### src/rtl/snn_adder_pkg.sv
// Shared definitions for the SNN adder: packet field layout, type codes,
// NoC addresses and the adder FSM state encoding.
package snn_adder_pkg;

    localparam int PKT_W     = 34;
    localparam int ADDR_W    = 4;
    localparam int TYPE_W    = 2;
    localparam int PAYLOAD_W = 24;
    localparam int POT_W     = 8;
    localparam int ACC_W     = 10;

    localparam int SRC_LSB  = 30;
    localparam int DST_LSB  = 26;
    localparam int TYPE_LSB = 24;

    localparam logic [TYPE_W-1:0] TYPE_INPUT  = 2'b00;
    localparam logic [TYPE_W-1:0] TYPE_KERNEL = 2'b01;
    localparam logic [TYPE_W-1:0] TYPE_MEM    = 2'b10;
    localparam logic [TYPE_W-1:0] TYPE_OUT    = 2'b11;

    localparam logic [3:0] DONE_CODE = 4'b1111;

    localparam logic [ADDR_W-1:0]   ADDR_WRAPPER = 4'b0000;
    localparam logic [ADDR_W-1:0]   ADDR_ADDER   = 4'b0001;
    // Packed as {PE3, PE2, PE1}; PE1 occupies the low nibble.
    localparam logic [3*ADDR_W-1:0] ADDR_PES     = {4'b1010, 4'b0110, 4'b0010};

    typedef enum logic [2:0] {
        COLLECT,
        CALC,
        SEND_SPK,
        SEND_MEM,
        SEND_DN
    } state_t;

    function automatic logic [PKT_W-1:0] make_pkt(
        input logic [ADDR_W-1:0]    src,
        input logic [ADDR_W-1:0]    dst,
        input logic [TYPE_W-1:0]    kind,
        input logic [PAYLOAD_W-1:0] payload
    );
        return {src, dst, kind, payload};
    endfunction

endpackage

### src/rtl/snn_pkt_fmt.sv
// Combinational packet decode for ingress and packet build for the three
// egress packet kinds (spike, membrane potential, row DONE).
module snn_pkt_fmt
    import snn_adder_pkg::*;
#(
    parameter logic [3:0]  ADDR         = ADDR_ADDER,
    parameter logic [3:0]  WRAPPER_ADDR = ADDR_WRAPPER,
    parameter logic [11:0] PE_ADDRS     = ADDR_PES,
    parameter logic [1:0]  COL          = 2'd0
) (
    input  logic [33:0] pkt,
    input  logic [1:0]  row,
    input  logic [7:0]  pot,
    output logic        for_me,
    output logic [2:0]  pe_hit,
    output logic        mem_hit,
    output logic [7:0]  value,
    output logic [33:0] spk_pkt,
    output logic [33:0] mem_pkt,
    output logic [33:0] dn_pkt
);

    logic [ADDR_W-1:0] src;
    logic [ADDR_W-1:0] dst;
    logic [TYPE_W-1:0] kind;
    logic              unused_payload_hi;

    assign src   = pkt[SRC_LSB +: ADDR_W];
    assign dst   = pkt[DST_LSB +: ADDR_W];
    assign kind  = pkt[TYPE_LSB +: TYPE_W];
    assign value = pkt[POT_W-1:0];

    // Only the low byte of the payload carries data on ingress.
    assign unused_payload_hi = ^pkt[PAYLOAD_W-1:POT_W];

    assign for_me  = (dst == ADDR);
    assign mem_hit = (kind == TYPE_MEM) && (src == WRAPPER_ADDR);

    always_comb begin
        pe_hit = '0;
        for (int i = 0; i < 3; i++) begin
            pe_hit[i] = (kind == TYPE_INPUT) && (src == PE_ADDRS[ADDR_W*i +: ADDR_W]);
        end
    end

    assign spk_pkt = make_pkt(ADDR, WRAPPER_ADDR, TYPE_OUT, {20'b0, row, COL});
    assign mem_pkt = make_pkt(ADDR, WRAPPER_ADDR, TYPE_MEM, {16'b0, pot});
    assign dn_pkt  = make_pkt(ADDR, WRAPPER_ADDR, TYPE_OUT, {20'b0, DONE_CODE});

endmodule

### src/rtl/snn_adder.sv
// Output-map adder of the SNN accelerator: sums three PE partial sums plus
// the stored membrane potential, thresholds it, and reports spike/potential.
module snn_adder
    import snn_adder_pkg::*;
#(
    parameter logic [3:0]  ADDR         = ADDR_ADDER,
    parameter logic [3:0]  WRAPPER_ADDR = ADDR_WRAPPER,
    parameter logic [11:0] PE_ADDRS     = ADDR_PES,
    parameter logic [1:0]  COL          = 2'd0,
    parameter logic [7:0]  THRESH       = 8'd64,
    parameter int          NUM_ROWS     = 3,
    parameter bit          SEND_DONE    = 1'b1
) (
    input  logic              clk,
    input  logic              rst_n,
    input  logic              in_valid,
    output logic              in_ready,
    input  logic [PKT_W-1:0]  in_data,
    output logic              out_valid,
    input  logic              out_ready,
    output logic [PKT_W-1:0]  out_data,
    output logic              err
);

    localparam logic [1:0] ROW_LAST = 2'(NUM_ROWS - 1);

    state_t           state;
    logic [ACC_W-1:0] acc;
    logic [2:0]       got;
    logic             mem_got;
    logic [1:0]       row;
    logic             first_ts;
    logic [POT_W-1:0] newpot;

    logic             for_me;
    logic [2:0]       pe_hit;
    logic             mem_hit;
    logic [POT_W-1:0] value;
    logic [PKT_W-1:0] spk_pkt;
    logic [PKT_W-1:0] mem_pkt;
    logic [PKT_W-1:0] dn_pkt;

    logic             accept;
    logic             psum_ok;
    logic             mem_ok;
    logic             calc_ready;
    logic             row_done;
    logic [POT_W-1:0] sum;
    logic [POT_W-1:0] calc_pot;
    logic             fire;
    logic [POT_W-1:0] pot_sel;

    // The potential is still combinational during CALC and registered after it.
    assign pot_sel = (state == CALC) ? calc_pot : newpot;

    snn_pkt_fmt #(
        .ADDR         (ADDR),
        .WRAPPER_ADDR (WRAPPER_ADDR),
        .PE_ADDRS     (PE_ADDRS),
        .COL          (COL)
    ) u_fmt (
        .pkt     (in_data),
        .row     (row),
        .pot     (pot_sel),
        .for_me  (for_me),
        .pe_hit  (pe_hit),
        .mem_hit (mem_hit),
        .value   (value),
        .spk_pkt (spk_pkt),
        .mem_pkt (mem_pkt),
        .dn_pkt  (dn_pkt)
    );

    assign in_ready   = (state == COLLECT);
    assign accept     = in_valid && in_ready;
    assign psum_ok    = for_me && ((pe_hit & ~got) != 3'b000);
    assign mem_ok     = for_me && mem_hit && !first_ts && !mem_got;
    assign calc_ready = (&got) && (first_ts || mem_got);

    assign sum      = (acc > 10'd255) ? 8'hFF : acc[POT_W-1:0];
    assign fire     = (sum >= THRESH);
    assign calc_pot = fire ? (sum - THRESH) : sum;

    assign row_done = out_valid && out_ready &&
                      (((state == SEND_MEM) && !SEND_DONE) || (state == SEND_DN));

    // Any packet that is not a fresh PE psum or an expected potential is
    // swallowed and flagged, so a misbehaving sender can never stall the NoC.
    always_ff @(posedge clk or negedge rst_n) begin
        if (!rst_n) begin
            state     <= COLLECT;
            acc       <= '0;
            got       <= '0;
            mem_got   <= 1'b0;
            row       <= '0;
            first_ts  <= 1'b1;
            newpot    <= '0;
            err       <= 1'b0;
            out_valid <= 1'b0;
            out_data  <= '0;
        end else begin
            unique case (state)
                COLLECT: begin
                    if (accept) begin
                        if (psum_ok) begin
                            acc <= acc + ACC_W'(value);
                            got <= got | pe_hit;
                        end else if (mem_ok) begin
                            acc     <= acc + ACC_W'(value);
                            mem_got <= 1'b1;
                        end else begin
                            err <= 1'b1;
                        end
                    end
                    if (calc_ready) begin
                        state <= CALC;
                    end
                end
                CALC: begin
                    newpot    <= calc_pot;
                    out_valid <= 1'b1;
                    if (fire) begin
                        out_data <= spk_pkt;
                        state    <= SEND_SPK;
                    end else begin
                        out_data <= mem_pkt;
                        state    <= SEND_MEM;
                    end
                end
                SEND_SPK: begin
                    if (out_ready) begin
                        out_data <= mem_pkt;
                        state    <= SEND_MEM;
                    end
                end
                SEND_MEM: begin
                    if (out_ready && SEND_DONE) begin
                        out_data <= dn_pkt;
                        state    <= SEND_DN;
                    end
                end
                SEND_DN: begin
                end
                default: begin
                    state <= COLLECT;
                end
            endcase

            // Last packet of the row accepted: rearm for the next row.
            if (row_done) begin
                state     <= COLLECT;
                out_valid <= 1'b0;
                out_data  <= '0;
                acc       <= '0;
                got       <= '0;
                mem_got   <= 1'b0;
                if (row == ROW_LAST) begin
                    row      <= '0;
                    first_ts <= 1'b0;
                end else begin
                    row <= row + 2'd1;
                end
            end
        end
    end

endmodule
### config.mk
export PLATFORM = sky130hd
export DESIGN_NAME = snn_adder
export DESIGN_NICKNAME = d
export VERILOG_FILES = /design/src/rtl/snn_adder_pkg.sv /design/src/rtl/snn_pkt_fmt.sv /design/src/rtl/snn_adder.sv
export SDC_FILE = /design/constraint.sdc
export NUM_CORES = 1
export LEC_CHECK = 0
export CORE_UTILIZATION = 50
export DETAILED_ROUTE_END_ITERATION = 16
export PLACE_DENSITY = 0.77
export SETUP_SLACK_MARGIN = 0.02
export SLEW_MARGIN = 40
export SYNTH_ARGS = -nofsm -noshare
export SYNTH_HDL_FRONTEND = slang
export SYNTH_HIERARCHICAL = 1
export SYNTH_SLANG_ARGS = --single-unit
### constraint.sdc
create_clock -name clk -period 2.8 [get_ports clk]
set_clock_uncertainty 0.1 [all_clocks]
set_input_delay 0.56 -clock clk [delete_from_list [all_inputs] [get_ports clk]]
set_output_delay 0.56 -clock clk [all_outputs]
set_load 0.1 [all_outputs]
==> impl_metrics.json <==
{
  "synth-main-ff-cell": "dfrtp_1",
  "min_period_ns": 2.75,
  "finalInstanceArea_sq_um": 5200,
  "hold_viol_final": 0,
  "crit_chain": "clkdlybuf4s50_1 -> or4b_4 -> nor3b_2 -> nor2b_2 -> nor4_1 -> nand2b_1 -> or4_1 -> a21oi_1",
  "slowest_stage": "or4b_4",
  "yosysWarnings": 6,
  "die_w_um": 99.5,
  "period_share_pct": 98.2,
  "grt_pass1_vias": 3467,
  "synthArstFlopShare_pct": 100,
  "clock_sinks": 64,
  "slew_viol_final": 0,
  "grtUsageTotal_pct": 20.3,
  "yosys-top-cells-area": "dfrtp_1 (33%), buf_4 (17%), mux2_2 (8.3%)",
  "ys_seq_area_share_pct": 33.8,
  "clk_path_buf_depth": 2,
  "synth_edf_count": 0,
  "yosys.area.top_type": "dfrtp_1",
  "viasPerCell": 5.03,
  "fillers": 834,
  "endpoint_kind": "flip-flop",
  "clk_pin_slew_ns": 0.07,
  "p_comb_share_pct": 62.9,
  "place_hpwl_um": 6740,
  "cpPeakStageDelay_ns": 0.58,
  "hold_buffers": 0,
  "cp_top_family": "simple AND/OR/NAND/NOR gates",
  "status": "finished clean",
  "seqPwrFrac_pct": 25.0,
  "fmax_mhz": 364,
  "numCtsBuffers": 9,
  "synth_seq_cells": 64,
  "cp_max_fo": 3,
  "drt_wl_total_um": 9350,
  "maxCapViolations": 0,
  "layout.nets": 592,
  "tns_ns": 0,
  "drive_gt1_share_pct": 23.7,
  "powerDensity_nw_per_um2": 1130,
  "setup_viol": 0,
  "grt_max_degree": 36,
  "power.leakage_nw": 2.60,
  "start_util_pct": 51.4,
  "syn2layout_area_growth_pct": 9.49,
  "io_pins": 75,
  "cts_tree": "yes",
  "grt_pass1_wl_um": 15900,
  "clock-root-buffer": "clkbuf_8",
  "coreArea_sq_um": 9240,
  "relSlewSlack_pct": 58.4,
  "cp.arrival_ns": 2.91,
  "place_area_sq_um": 4990,
  "syn_inst": 499,
  "hold_class": "in -> async",
  "drc": 0,
  "ant_nets": 0,
  "switching_share_pct": 56.6,
  "place_congestion": 0.814,
  "critPathLaunchType": "primary input",
  "cp.required_ns": 2.96,
  "synth_common_cells": "buf_4 (110), dfrtp_1 (63), o21ai_0 (51), mux2i_1 (38), mux2_2 (35)",
  "htree_num_levels": 3,
  "tightestPinTransition_ns": 0.622,
  "chipHeight_um": 99.5,
  "drt_iter0_drc": 120,
  "syn_avg_cell_area_sq_um": 9.52,
  "clk_latency_ns": 0.34,
  "ir_worst_vdd_mv": 0.758,
  "power.share.clock_pct": 12.1,
  "antennaDiodeCount": 0,
  "internal-power_mw": 2.54,
  "dr_total_vias": 3407,
  "p_switching_mw": 3.31,
  "dieArea_sq_um": 9890,
  "yosysMostFrequentCell": "buf_4",
  "routedWlPerCell_um": 13.8,
  "synth_top_area_share_pct": 33.2,
  "rows": 35,
  "port_buffers": 58,
  "antenna_found_initial": 0,
  "worst-path-buf-inv": 1,
  "first_pass_iters": 4,
  "grt.overflow.total": 0,
  "crit_type": "in -> reg",
  "synth_area_sq_um": 4750,
  "yosysUniqueCellTypes": 48
}
cell families (layout without fill, tap and decap cells):
| family | count (synthesis) | in the layout | synth area share, % |
|---|---|---|---|
| XOR/XNOR | 5 | 5 | 0.922 |
| other | 2 | 92 | 0.158 |
| multiplexers | 73 | 73 | 16.3 |
| flip-flops | 64 | 64 | 33.8 |
| adder cells (fa/ha/maj) | 11 | 11 | 3.06 |
| AND/OR/NAND/NOR | 80 | 80 | 9.59 |
| AO/OA/AOI/OAI | 117 | 117 | 15.3 |
| buffers and inverters | 147 | 106 | 20.9 |
layout make-up:
type	count	area [sq um]	area share [%]
multi-input combinational	378	2560	49.3
tap	129	161	3.10
sequential	64	1600	30.9
clock buffer	11	141	2.72
clock inverter	5	32.5	0.626
inverter	10	37.5	0.722
timing repair buffer	80	661	12.7
worst register-to-register path: cells and delay by family, from the launching register on:
kind / cells / cell delay [ns]
AND/OR/NAND/NOR: 2 / 0.46
multiplexers: 1 / 0.32
adder cells (fa/ha/maj): 1 / 0.22
XOR/XNOR: 1 / 0.16
flip-flops: 1 / 0.41
AO/OA/AOI/OAI: 4 / 0.65
buffers and inverters: 1 / 0.06
stage by stage:
| stage | power (mW) | setup WS, ns | utilization (%) | cells | hold slack (ns) |
|---|---|---|---|---|---|
| finish | 5.85 | 0.0497 | 56.3 | 677 | 0.117 |
| floorplan | 4.49 | 0.0348 | - | 589 | 0.164 |
| global placement | 5.09 | -0.198 | 54.0 | 661 | 0.359 |
| global route | 6.16 | -0.00293 | 56.3 | 677 | 0.144 |
| detailed placement | 5.16 | -0.281 | 54.0 | 661 | 0.376 |
| CTS | 5.88 | 0.0965 | 55.9 | 677 | 0.122 |
sequential cells by signal, summed over array words and instances, names as in the netlist:
| register | count |
|---|---|
| acc | 10 |
| err | 1 |
| first_ts | 1 |
| got | 3 |
| mem_got | 1 |
| newpot | 8 |
| out_data | 34 |
| out_valid | 1 |
| row | 2 |
| state | 3 |
power groups by stage:
| stage | registers (mW) | clock network, mW | logic (mW) |
|---|---|---|---|
| 2_1_floorplan | 3.16 | 0 | 1.33 |
| 3_3_place_gp | 1.46 | 0 | 3.62 |
| 3_5_place_dp | 1.48 | 0 | 3.68 |
| 4_1_cts | 1.46 | 0.734 | 3.68 |
| 5_1_grt | 1.50 | 0.774 | 3.89 |
| 6_report | 1.46 | 0.710 | 3.68 |
cell usage in the layout, fill, tap and decap left out, types with 3 or more instances in the layout:
| master | synthesis | final |
|---|---|---|
| buf_4 | 110 | 58 |
| clkdlybuf4s50_1 | 0 | 20 |
| o21ai_0 | 51 | 51 |
| mux2i_1 | 38 | 38 |
| a22oi_1 | 34 | 34 |
| nand2b_1 | 5 | 5 |
| o31ai_1 | 3 | 3 |
| dfrtp_1 | 63 | 62 |
| ha_1 | 10 | 10 |
| nor3_1 | 7 | 5 |
| nand2_1 | 16 | 16 |
| nand3_1 | 8 | 8 |
| inv_1 | 10 | 10 |
| nor2_1 | 19 | 16 |
| clkbuf_8 | 0 | 10 |
| xnor2_1 | 3 | 3 |
| conb_1 | 2 | 92 |
| o21a_1 | 6 | 6 |
| a21oi_1 | 11 | 11 |
| clkinvlp_4 | 0 | 3 |
| mux2_2 | 35 | 35 |
path summary, 6_finish.rpt:
kind,startpoint,end,slack [ns],cells after the start
setup reg to reg,acc[9],out_data[6],0.29,10
setup / recovery,in_data[25],acc[8],0.05,8
max in group asynchronous,rst_n,first_ts,1.72,2
hold reg to reg,err,err,0.38,1
min in group clk,err,err,0.38,1
hold / removal,rst_n,out_data[14],0.12,1
metal layers:
metal / up-vias / part of all wire (%) / routed length, um / global-route usage [%]
met3: 10 / 2.4 / 229 / 4.43
met4: 0 / 0.89 / 83 / 5.77
li1: 1669 / - / - / -
met2: 49 / 53 / 4920 / 36.8
met5: - / 0 / 0 / 0
met1: 1679 / 44 / 4130 / 24.2
what timing repair did:
item / 4_1_cts / 5_1_grt
hold endpoints to repair: 0 / 0
gates resized for setup: 0 / 8
endpoints found under the setup margin: 0 / 8
setup buffers: 0 / 0
Note: power is estimated with default switching activity, not from simulation.
